$ cat src/rtl/fifo_rd_adapter.sv
// Read-side adapter for async_fifo_8x32: issues rd_en, absorbs the one-cycle read latency and
// presents flits on a valid/ready stream through a 3-entry prefetch buffer.
module fifo_rd_adapter #(
    parameter int unsigned DATA_WIDTH = 32,
    parameter int unsigned CNT_WIDTH  = 16
) (
    input  logic                  clk,
    input  logic                  rst,
    output logic                  fifo_rd_en,
    input  logic [DATA_WIDTH-1:0] fifo_rd_data,
    input  logic                  fifo_empty,
    output logic                  out_valid,
    output logic [DATA_WIDTH-1:0] out_data,
    input  logic                  out_ready,
    output logic [CNT_WIDTH-1:0]  flit_cnt
);

    logic [DATA_WIDTH-1:0] buf_mem_q [3];
    logic [DATA_WIDTH-1:0] buf_mem_d [3];
    logic [1:0]            wr_ptr_q, wr_ptr_d;
    logic [1:0]            rd_ptr_q, rd_ptr_d;
    logic [1:0]            cnt_q, cnt_d;
    logic                  inflight_q, inflight_d;
    logic [CNT_WIDTH-1:0]  flit_cnt_q, flit_cnt_d;
    logic [2:0]            occ;
    logic                  rd_req;
    logic                  pop;

    function automatic logic [1:0] ptr_inc(input logic [1:0] p);
        return (p == 2'd2) ? 2'd0 : p + 2'd1;
    endfunction

    always_comb begin
        // Words already held plus the one returning; a new read needs a guaranteed free slot.
        occ        = 3'(cnt_q) + 3'(inflight_q);
        rd_req     = !fifo_empty && (occ <= 3'd2);
        fifo_rd_en = rd_req && rst;
        out_valid  = (cnt_q != 2'd0);
        out_data   = buf_mem_q[rd_ptr_q];
        pop        = out_valid && out_ready;
        flit_cnt   = flit_cnt_q;

        buf_mem_d  = buf_mem_q;
        wr_ptr_d   = wr_ptr_q;
        rd_ptr_d   = rd_ptr_q;
        flit_cnt_d = flit_cnt_q;
        inflight_d = rd_req;

        if (inflight_q) begin
            buf_mem_d[wr_ptr_q] = fifo_rd_data;
            wr_ptr_d            = ptr_inc(wr_ptr_q);
        end
        if (pop) begin
            rd_ptr_d   = ptr_inc(rd_ptr_q);
            flit_cnt_d = flit_cnt_q + CNT_WIDTH'(1);
        end
        cnt_d = cnt_q + 2'(inflight_q) - 2'(pop);
    end

    always_ff @(posedge clk or negedge rst) begin
        if (!rst) begin
            for (int i = 0; i < 3; i++) begin
                buf_mem_q[i] <= '0;
            end
            wr_ptr_q   <= 2'd0;
            rd_ptr_q   <= 2'd0;
            cnt_q      <= 2'd0;
            inflight_q <= 1'b0;
            flit_cnt_q <= '0;
        end else begin
            buf_mem_q  <= buf_mem_d;
            wr_ptr_q   <= wr_ptr_d;
            rd_ptr_q   <= rd_ptr_d;
            cnt_q      <= cnt_d;
            inflight_q <= inflight_d;
            flit_cnt_q <= flit_cnt_d;
        end
    end

    capture_into_full: assert property (
        @(posedge clk) disable iff (!rst) !(inflight_q && (cnt_q == 2'd3))
    ) else $error("capture into full prefetch buffer");

endmodule

$ cat config.mk
export PLATFORM = sky130hd
export DESIGN_NAME = fifo_rd_adapter
export DESIGN_NICKNAME = d
export VERILOG_FILES = /design/src/rtl/fifo_rd_adapter.sv
export SDC_FILE = /design/constraint.sdc
export NUM_CORES = 1
export LEC_CHECK = 0
export CORE_MARGIN = 1.5
export CORE_UTILIZATION = 33
export CTS_CLUSTER_SIZE = 20
export DETAILED_ROUTE_END_ITERATION = 12
export PLACE_DENSITY = 0.5
export SETUP_SLACK_MARGIN = 0.05
export SYNTH_ARGS = -nofsm -noshare
export SYNTH_HDL_FRONTEND = slang
export SYNTH_SLANG_ARGS = --single-unit
export TNS_END_PERCENT = 5
$ cat constraint.sdc
create_clock -name clk -period 5.2 [get_ports clk]
set_input_delay 1.56 -clock clk [delete_from_list [all_inputs] [get_ports clk]]
set_output_delay 1.56 -clock clk [all_outputs]
set_load 0.02 [all_outputs]
==> out/results.tsv, run 1 <==
stage	metric	value	unit
logic_synthesis	async_flop_share	1.000	
critical_path	crit_path_cell_trace	clkdlybuf4s50_1, nor2_1, and2_1, clkdlybuf4s50_1	
critical_path	r2r_cells	3	
global_route	grt_pass1_vias	3485	
clock_tree	cts_setup_buffers	0	
clock_tree	ctsHoldBuffers	0	
floorplan	die-area	17090	um^2
place	dp_hpwl	7.097	mm
routing	drt-total-wl	11.72	mm
critical_path	cp-end-kind	output pin	
clock_tree	clkSinkCount	119	
sta	finalSetupTns	0	ps
logic_synthesis	yosys.area_share.adder	0.01395	
critical_path	start_kind	primary input	
sta	slew_headroom	0.3033	
critical_path	r2r_start	wr_ptr_q[0]$_DFFE_PN0P_	
critical_path	crit_end	fifo_rd_en	
critical_path	r2r_slack	3140	ps
layout	area_delta_synth_final	30.87	%
outcome	status	finished, final reports clean	
logic_synthesis	synth_xor_area_frac	0.02766	
clock_tree	numCtsBuffers	17	
logic_synthesis	synth_area_per_cell	13.32	um^2
global_route	grt_pass1_wl	18.91	mm
logic_synthesis	synth_compound_area_frac	0.03603	
sta	finalMaxSlewViolations	0	
critical_path	timing.critical_path.mode_cell	clkdlybuf4s50_1	
logic_synthesis	synth_nets	446	
floorplan	die_x	130.7	um
logic_synthesis	synth_commonest_cells	dfrtp_1 (119), mux2_2 (66), nand2_1 (40)	
layout	fin_cells	724	
logic_synthesis	ys_seq_elements	119	
clock_tree	clockRootBuffer	clkbuf_16	
place	gp_congestion	0.6789	
floorplan	start_util	0.3388	
clock_tree	path_clk_slew	60	ps
pwr	power.density	706.8	nW/um^2
place	io_buffer_count	85	
sta	tightest_slew	1044	ps
clock_tree	cts_tree	built	
clock_tree	htree_levels	4	
floorplan	ios	86	
clock_tree	clock_latency	410	ps
logic_synthesis	syn_area	5383	um^2
sta	min_period_over_period	0.8426	
global_route	grt_max_degree	63	
sta	fmax	0.2282	GHz
logic_synthesis	synth_top_cell_area_share	0.5532	
place	dp_cells	692	
critical_path	worstPathMaxFanout	2	
routing	ant_nets	0	
routing	drtPass1Iterations	4	
critical_path	cp.arrival	2820	ps
pwr	power_switching_share	0.3479	
global_route	grt_usage	0.1509	
global_route	antenna_found_initial	0	
logic_synthesis	synth_edf_count	0	
routing	drcViolationCount	0	
routing	drt-wirelength-per-cell	16.19	um
logic_synthesis	synth-main-ff-cell	dfrtp_1	
critical_path	crit_type	primary input to output pin	
pwr	power.switching	0.001732	W
layout	num_antenna_cells	0	
global_route	grt_overflow	0	
pwr	pwr-share-comb	0.439	
logic_synthesis	ys_types	28	
critical_path	worstSetupStartpoint	fifo_empty	
logic_synthesis	synthSimpleGateAreaFrac	0.05974	
layout	final_nets	537	
floorplan	rows	46	
sta	hold_violations	0	
logic_synthesis	synthMostInstantiatedCell	dfrtp_1	
logic_synthesis	synth_top_family_by_area	multiplexers	
routing	drtIter0Drc	104	
hold_path	hp-class	register to register	
critical_path	r2r_end	buf_mem_q[10]$_DFFE_PN0P_	
logic_synthesis	synth_top_area_cell	dfrtp_1	
floorplan	core	15890	um^2
sta	rsz0062_at_grt	no	
sta	fin_skew	8.254	ps
pwr	ir_drop	0.3213	mV
critical_path	crit_slowest_cell	clkdlybuf4s50_1	
logic_synthesis	synth_warnings	0	
pwr	leakage	3.054	nW
sta	fin_crit	4381	ps
clock_tree	cts_resized	0	
logic_synthesis	muxShareOfSynthArea	0.2813	
logic_synthesis	syn-instance-count	404	
critical_path	critical-path-max-stage-delay	600	ps
logic_synthesis	seq_area_frac_synth	0.5532	
routing	num_vias	3408	
floorplan	dieHeight	130.7	um
layout	drive_above_1_share	0.2933	
clock_tree	clk_path_buf_depth	2	
pwr	p_seq_frac	0.332	
run	maxCapViolCount	0	
pwr	clkPwrFrac	0.229	
logic_synthesis	yosys-top-cells-area	dfrtp_1 (55%), mux2_2 (14%), mux2_4 (8.4%), mux2i_1 (6.0%), o21ai_0 (3.1%)	
routing	viasPerCell	4.707	
sta	report.final.setup_viol	0	
pwr	p_int	0.003247	W
critical_path	crit_required	3640	ps
## state kept, by name, indices dropped and copies added (netlist names)
name,cells
inflight_q,1
flit_cnt,16
buf_mem_q,96
rd_ptr_q,2
cnt_q,2
wr_ptr_q,2
## worst max-delay path: cells and delay by family
kind	cells	cell delay (ps)
buf+inv	2	1000
simple gates	2	260
## routing by layer
layer | wire [um] | track usage
met4 | 133 | 0.05688
met1 | 5588 | 0.1978
met3 | 694 | 0.05945
met5 | 0 | 0
met2 | 5308 | 0.2254
## power by group through the flow
stage / combinational [W] / clock [W] / sequential, W
final: 0.00218 / 0.00114 / 0.00165
after detailed placement: 0.00222 / 0 / 0.00167
after global placement: 0.00219 / 0 / 0.00165
after global routing: 0.00237 / 0.00122 / 0.00172
after CTS: 0.00223 / 0.00118 / 0.00166
after floorplan: 0.00142 / 0 / 0.00159
## final cells by class
type                            count  area, um^2
Clock buffer                       17       425.4
Clock inverter                     15       157.7
Fill cell                        1493        8841
Inverter                            8       30.03
Multi-Input combinational cell    256        2273
Sequential cell                   119        2979
Tap cell                          216       270.3
Timing Repair Buffer               93       908.4
## logic make-up after synthesis
| logic type | after synthesis |
|---|---|
| xor+xnor | 17 |
| fa+ha+maj | 6 |
| compound gates | 37 |
| mux | 128 |
| buf+inv | 29 |
| flops | 119 |
| simple gates | 68 |
## through the flow
stage	util	hold WS [ps]	total power [W]	worst slack (ps)	instance area, um^2
floorplan	-	479.1	0.003014	1748	5383
global placement	0.4067	460.7	0.003847	831.1	6461
detailed placement	0.4067	466.7	0.003886	818.5	6461
CTS	0.4434	474.1	0.005064	807.1	7044
global route	0.4434	495.1	0.005308	758.3	7044
finish	0.4434	464.2	0.004979	818.6	7044
## worst min-delay path by stage
stage	start	end	slack, ps	cells past startpoint
after global routing	flit_cnt[15]$_DFFE_PN0P_	flit_cnt[15]$_DFFE_PN0P_	500	1
after floorplan	buf_mem_q[0]$_DFFE_PN0P_	buf_mem_q[0]$_DFFE_PN0P_	480	1
after CTS	flit_cnt[15]$_DFFE_PN0P_	flit_cnt[15]$_DFFE_PN0P_	470	1
after global placement	flit_cnt[15]$_DFFE_PN0P_	flit_cnt[15]$_DFFE_PN0P_	460	1
after detailed placement	flit_cnt[15]$_DFFE_PN0P_	flit_cnt[15]$_DFFE_PN0P_	470	1
final	flit_cnt[15]$_DFFE_PN0P_	flit_cnt[15]$_DFFE_PN0P_	460	1
## layout by cell type, fill, tap and decap left out
master           instances
clkinv_2                 2
clkbuf_16               17
dfrtp_1                118
nor4_2                   1
mux2i_1                 32
clkdlybuf4s50_1         84
o21ai_0                 33
nor2b_4                  1
and2_1                   1
nand3_2                  1
o21ai_2                  1
nor3_2                   1
clkinvlp_4               7
nand2_1                 40
nor2_1                   3
nor3_4                   1
inv_1                    6
clkinv_4                 4
xnor2_1                 12
nand3_1                  5
or3_2                    1
mux2_4                  30
nand4_1                  6
ha_1                     6
and3_1                   3
buf_4                    9
bufinv_16                2
a21o_1                   2
inv_2                    2
dfrtp_2                  1
xor2_1                   5
or2_2                    2
nor3_1                   2
a21oi_1                  1
mux2_2                  66
(Power assumes the default switching activity.)
==> run 2: changes to the inputs <==
- PLACE_DENSITY: 0.5 -> 0.52
- clock period: 5.2 -> 3.6 ns (I/O delays scaled with it)
==> run 2 against run 1 <==
Sequential cell count stayed put; non-clock buffer count grew 2; critical path type unchanged; cell area grew 0.83%; count of clock-buffer cells in the layout rose by 5; via count up 0.21%; worst setup slack worse by 630 ps; clock skew shrank 2.4 ps; hold slack better by 2.1 ps; critical endpoint unchanged; total power increased by 47%; die area did not move.
==> out/results.tsv, run 2 (synthesis gave the netlist of run 1 again) <==
stage	metric	value	unit	change
outcome	status	finished, final reports clean		
layout	layout_common_cells	dfrtp_1 (118), clkdlybuf4s50_1 (84), mux2_2 (66), nand2_1 (40), o21ai_0 (33)		
clock_tree	cts_resized	0		unchanged
place	io_buffer_count	85		unchanged
critical_path	crit_slowest_cell	clkdlybuf4s50_1		
clock_tree	htree_levels	4		unchanged
layout	drive_above_1_share	0.2902		-0.003111
sta	hold_violations	0		unchanged
sta	report.final.setup_viol	0		unchanged
hold_path	min-delay-start	flit_cnt[15]$_DFFE_PN0P_		
critical_path	critical-path-max-stage-delay	590	ps	about the same
routing	drtIter0Drc	146		+40%
sta	tightest_slew	828.2	ps	-215.6 ps
critical_path	crit_path_cell_trace	clkdlybuf4s50_1, nor2_1, and2_1, clkdlybuf4s50_1		
routing	viasPerCell	4.704		about the same
routing	drt-wirelength-per-cell	16.23	um	+0.21%
routing	drtPass1Iterations	6		+2
critical_path	crit_family	buffers and inverters		
clock_tree	path_clk_slew	50	ps	about the same
layout	final_common_cell	dfrtp_1		
hold_path	hp-class	register to register		
critical_path	crit_required	2520	ps	-1120 ps
floorplan	die-area	17090	um^2	unchanged
sta	min_period_over_period	0.9479		
sta	finalMaxSlewViolations	0		unchanged
sta	fin_crit	3413	ps	
pwr	power.density	1033	nW/um^2	+46%
place	dp_cells	694		+0.29%
routing	ant_nets	0		unchanged
floorplan	rows	46		unchanged
global_route	grt_overflow	0		unchanged
sta	fmax	0.2930	GHz	
place	placed_area	6489	um^2	+0.43%
floorplan	die_x	130.7	um	unchanged
layout	largest_reg_flops	96		unchanged
global_route	grt_usage	0.1514		+0.0005358
critical_path	worstPathBufferInverterCount	2		unchanged
sta	fin_ws	187.4	ps	-631.1 ps
critical_path	start_kind	primary input		
clock_tree	cts_tree	built		
routing	drcViolationCount	0		unchanged
sta	fin_skew	5.857	ps	-2.397 ps
global_route	grt_pass1_wl	19.36	mm	+2.4%
clock_tree	numCtsBuffers	17		unchanged
layout	fillers	1483		-0.67%
routing	num_vias	3415		+0.21%
place	dp_hpwl	7.330	mm	+3.3%
clock_tree	clock_latency	410	ps	about the same
critical_path	crit_type	primary input to output pin		
critical_path	timing.critical_path.mode_cell	clkdlybuf4s50_1		
floorplan	core	15890	um^2	unchanged
sta	slew_headroom	0.4479		+0.1446
sta	rsz0062_at_grt	no		
critical_path	r2r_start	inflight_q$_DFF_PN0_		
clock_tree	clockRootBuffer	clkbuf_16		
clock_tree	ctsHoldBuffers	0		unchanged
floorplan	start_util	0.3388		unchanged
global_route	grt_pass1_vias	3707		+6.4%
clock_tree	cts_setup_buffers	0		unchanged
critical_path	cp.arrival	2330	ps	-490 ps
global_route	antenna_found_initial	0		unchanged
routing	drt-total-wl	11.78	mm	+0.49%
pwr	ir_drop	0.4440	mV	+38%
critical_path	worstSetupStartpoint	fifo_empty		
layout	final_nets	539		+0.37%
pwr	leakage	3.112	nW	+1.9%
layout	area_delta_synth_final	31.96	%	
layout	final_core_util	0.4471		+0.003702
clock_tree	clkSinkCount	119		unchanged
critical_path	worstPathMaxFanout	2		unchanged
clock_tree	clk_path_buf_depth	2		unchanged
place	pre_cts_slack	191.9	ps	-626.6 ps
critical_path	cp-end-kind	output pin		
layout	regMostFlops	buf_mem_q		
sta	finalSetupTns	0	ps	unchanged
layout	fin_cells	726		+0.28%
run	maxCapViolCount	0		unchanged
place	gp_congestion	0.6795		about the same
floorplan	dieHeight	130.7	um	unchanged
layout	num_antenna_cells	0		unchanged
layout	stdcell_area	7103	um^2	+0.83%
floorplan	ios	86		unchanged
global_route	grt_max_degree	65		+3.2%
-- run 2: changes by cell type in the layout (fill, tap and decap cells not counted), sizes merged --
| cell | change |
|---|---|
| clkbuf | +5 |
| bufinv | +2 |
| buf | +2 |
| clkinvlp | -7 |
-- run 2: metrics by stage --
step | total power [W] | hold slack (ps)
CTS | 0.007469 | 472.4
global placement | 0.005583 | 459.7
detailed placement | 0.005656 | 464.7
global route | 0.007827 | 502.2
floorplan | 0.004354 | 479.1
finish | 0.007339 | 466.2
-- run 2: report_power, final --
| part | switching [W] | internal (W) |
|---|---|---|
| clock | 0.000573 | 0.00119 |
| sequential | 0.000372 | 0.00198 |
| combinational | 0.00151 | 0.00172 |
-- run 2: area by class of cell --
type                       instances  area, um^2  share of cell area
clock buffer                      22       464.2             0.06535
clock inverter                    10       150.1             0.02114
inverter                           8       30.03            0.004228
multi-input combinational        256        2273              0.3201
sequential                       119        2979              0.4194
tap                              216       270.3             0.03805
timing repair buffer              95       935.9              0.1318
-- run 2: worst register-to-register path, delay by kind of cell (launching register included) --
family        cells  cell delay (ps)
buf+inv           2              470
flops             1              450
mux               1              350
simple gates      1              720
-- run 2: layer usage --
layer / global-route usage / wire, um
met2: 0.2424 / 5650
met1: 0.1909 / 5429
met5: 0 / 0
met4: 0.06076 / 161
met3: 0.04805 / 540
-- run 2: worst paths after layout --
| kind | endpoint | slack, ps | cells past startpoint |
|---|---|---|---|
| max in group asynchronous | rd_ptr_q[1]$_DFFE_PN0P_ | 1450 | 3 |
| min | flit_cnt[15]$_DFFE_PN0P_ | 470 | 1 |
| min in group asynchronous | inflight_q$_DFF_PN0_ | 810 | 2 |
| max | fifo_rd_en | 190 | 4 |
| max reg2reg | buf_mem_q[18]$_DFFE_PN0P_ | 1500 | 4 |
| min reg2reg | flit_cnt[15]$_DFFE_PN0P_ | 470 | 1 |
==> run 3: changes to the inputs <==
- CORE_UTILIZATION: 33 -> 30
- PLACE_DENSITY: 0.52 -> 0.48
- TNS_END_PERCENT: 5 -> 20
==> run 3 against run 2 <==
Count of clock-buffer cells in the layout rose by 3; total power fell by 0.28%; cell area rose by 0.28%; non-clock buffer count rose by 3; via count decreased by 0.76%; clock power shrank 3%; routed wire length grew 3.5%; final cell count rose by 1.7%; maximum frequency shrank 1.2%; sequential share of layout area fell by 0.12 points; die area is 9.8% higher; combinational power is essentially flat; critical endpoint is now out_data[31].
==> out/results.tsv, run 3 (synthesis gave the netlist of run 1 again) <==
stage	metric	value	unit	change
outcome	status	finished, final reports clean		
critical_path	crit_type	register to output pin		
sta	fmax	0.2895	GHz	-1.2%
critical_path	crit_slowest_cell	clkdlybuf4s50_1		
clock_tree	clk_path_buf_depth	2		unchanged
place	io_buffer_count	85		unchanged
clock_tree	ctsHoldBuffers	0		unchanged
layout	layout_common_cells	dfrtp_1 (118), clkdlybuf4s50_1 (84), mux2_2 (66), nand2_1 (40), o21ai_0 (33)		
routing	num_vias	3389		-0.76%
floorplan	rows	48		+4.3%
floorplan	die_x	137.0	um	+4.8%
clock_tree	clkSinkCount	119		unchanged
run	maxCapViolCount	0		unchanged
sta	fin_skew	9.036	ps	+3.179 ps
global_route	grt_pass1_wl	20.06	mm	+3.6%
sta	min_period_over_period	0.9595		+0.01160
routing	drt-total-wl	12.19	mm	+3.5%
critical_path	crit_required	2520	ps	about the same
clock_tree	htree_levels	4		unchanged
clock_tree	numCtsBuffers	17		unchanged
critical_path	start_kind	register		
sta	fin_crit	3454	ps	+41.78 ps
routing	drtPass1Iterations	4		-2
sta	slew_headroom	0.3239		-0.1240
layout	largest_reg_flops	96		unchanged
global_route	grt_usage	0.1444		-0.006991
critical_path	crit_path_cell_trace	buf_4, mux2i_1, o21ai_0, clkdlybuf4s50_1		
critical_path	r2r_slack	1500	ps	about the same
critical_path	r2r_end	buf_mem_q[18]$_DFFE_PN0P_		
floorplan	dieHeight	137.0	um	+4.8%
sta	finalMaxSlewViolations	0		unchanged
routing	drt-wirelength-per-cell	16.51	um	+1.8%
routing	drcViolationCount	0		unchanged
layout	final_nets	542		+0.56%
critical_path	r2r_start	wr_ptr_q[0]$_DFFE_PN0P_		
critical_path	worstPathMaxFanout	13		+11
sta	report.final.setup_viol	0		unchanged
sta	rsz0062_at_grt	no		
layout	area_delta_synth_final	32.33	%	
sta	hold_violations	0		unchanged
critical_path	worstPathBufferInverterCount	2		unchanged
place	gp_congestion	0.6927		+1.9%
routing	viasPerCell	4.592		-2.4%
pwr	power.density	1027	nW/um^2	-0.56%
clock_tree	path_clk_slew	50	ps	about the same
critical_path	r2r_cells	3		-1
global_route	grt_overflow	0		unchanged
pwr	leakage	3.114	nW	about the same
critical_path	cp-end-kind	output pin		
sta	tightest_slew	1014	ps	+185.9 ps
sta	finalSetupTns	0	ps	unchanged
routing	ant_nets	0		unchanged
floorplan	ios	86		unchanged
place	dp_hpwl	7.611	mm	+3.8%
floorplan	die-area	18760	um^2	+9.8%
layout	num_antenna_cells	0		unchanged
global_route	grt_pass1_vias	3717		+0.27%
hold_path	hp-class	register to register		
layout	drive_above_1_share	0.2943		+0.004151
critical_path	crit_family	buffers and inverters		
critical_path	critical-path-max-stage-delay	680	ps	+90 ps
layout	final_common_cell	dfrtp_1		
clock_tree	cts_tree	built		
critical_path	cp.arrival	2370	ps	+40 ps
global_route	antenna_found_initial	0		unchanged
floorplan	core	17420	um^2	+9.6%
layout	stdcell_area	7123	um^2	+0.28%
place	placed_area	6507	um^2	+0.29%
global_route	grt_max_degree	79		+22%
sta	hold_slack	475.6	ps	+9.319 ps
pwr	ir_drop	0.4714	mV	+6.2%
hold_path	worstHoldPathCells	1		unchanged
clock_tree	clockRootBuffer	clkbuf_16		
floorplan	start_util	0.3091		-0.02980
layout	regMostFlops	buf_mem_q		
clock_tree	clock_latency	420	ps	about the same
hold_path	min-delay-start	flit_cnt[15]$_DFFE_PN0P_		
hold_path	hold_end	flit_cnt[15]$_DFFE_PN0P_		
routing	drtIter0Drc	126		-14%
==> run 3: power breakdown <==
group          internal (W)  total [W]  switching [W]
clock network       0.00111    0.00170       0.000597
registers           0.00198    0.00236       0.000388
logic               0.00174    0.00325        0.00151
total               0.00483    0.00732        0.00249
==> run 3: final cells by class <==
| type | count | area [um^2] |
|---|---|---|
| clock buffers | 25 | 505.5 |
| clock inverters | 7 | 91.34 |
| fillers | 1667 | 10290 |
| inverters | 8 | 30.03 |
| multi-input cells | 256 | 2273 |
| flip-flops and latches | 119 | 2979 |
| well taps | 225 | 281.5 |
| repair buffers | 98 | 962.2 |
==> run 3: worst max path at each step <==
stage	to	slack, ps	start	depth (start not counted)
6_report	out_data[31]	150	rd_ptr_q[1]$_DFFE_PN0P_	4
5_1_grt	out_data[31]	70	rd_ptr_q[1]$_DFFE_PN0P_	4
4_1_cts	out_data[22]	90	rd_ptr_q[1]$_DFFE_PN0P_	4
3_5_place_dp	fifo_rd_en	170	fifo_empty	4
3_3_place_gp	fifo_rd_en	180	fifo_empty	4
2_1_floorplan	fifo_rd_en	1110	fifo_empty	2
==> run 3: timing repair <==
item / in CTS / in global routing
gates resized for setup: 0 / 1
setup endpoints to repair: 0 / 5
setup buffers: 0 / 2
==> run 3: stage by stage <==
stage	setup WS (ps)	instances	power [W]	util
global placement	181.2	704	0.005604	0.3736
CTS	87.07	736	0.007422	0.4079
finish	145.7	738	0.007319	0.4090
global route	69.78	738	0.007819	0.4090
floorplan	1108	404	0.004354	-
detailed placement	167.3	704	0.005669	0.3736
==> run 3: per-layer routing <==
metal  routed length, um  GRT usage
met5                   0          0
met4                 143    0.04912
met3                 535    0.04593
met2                5731     0.2284
met1                5778     0.1866
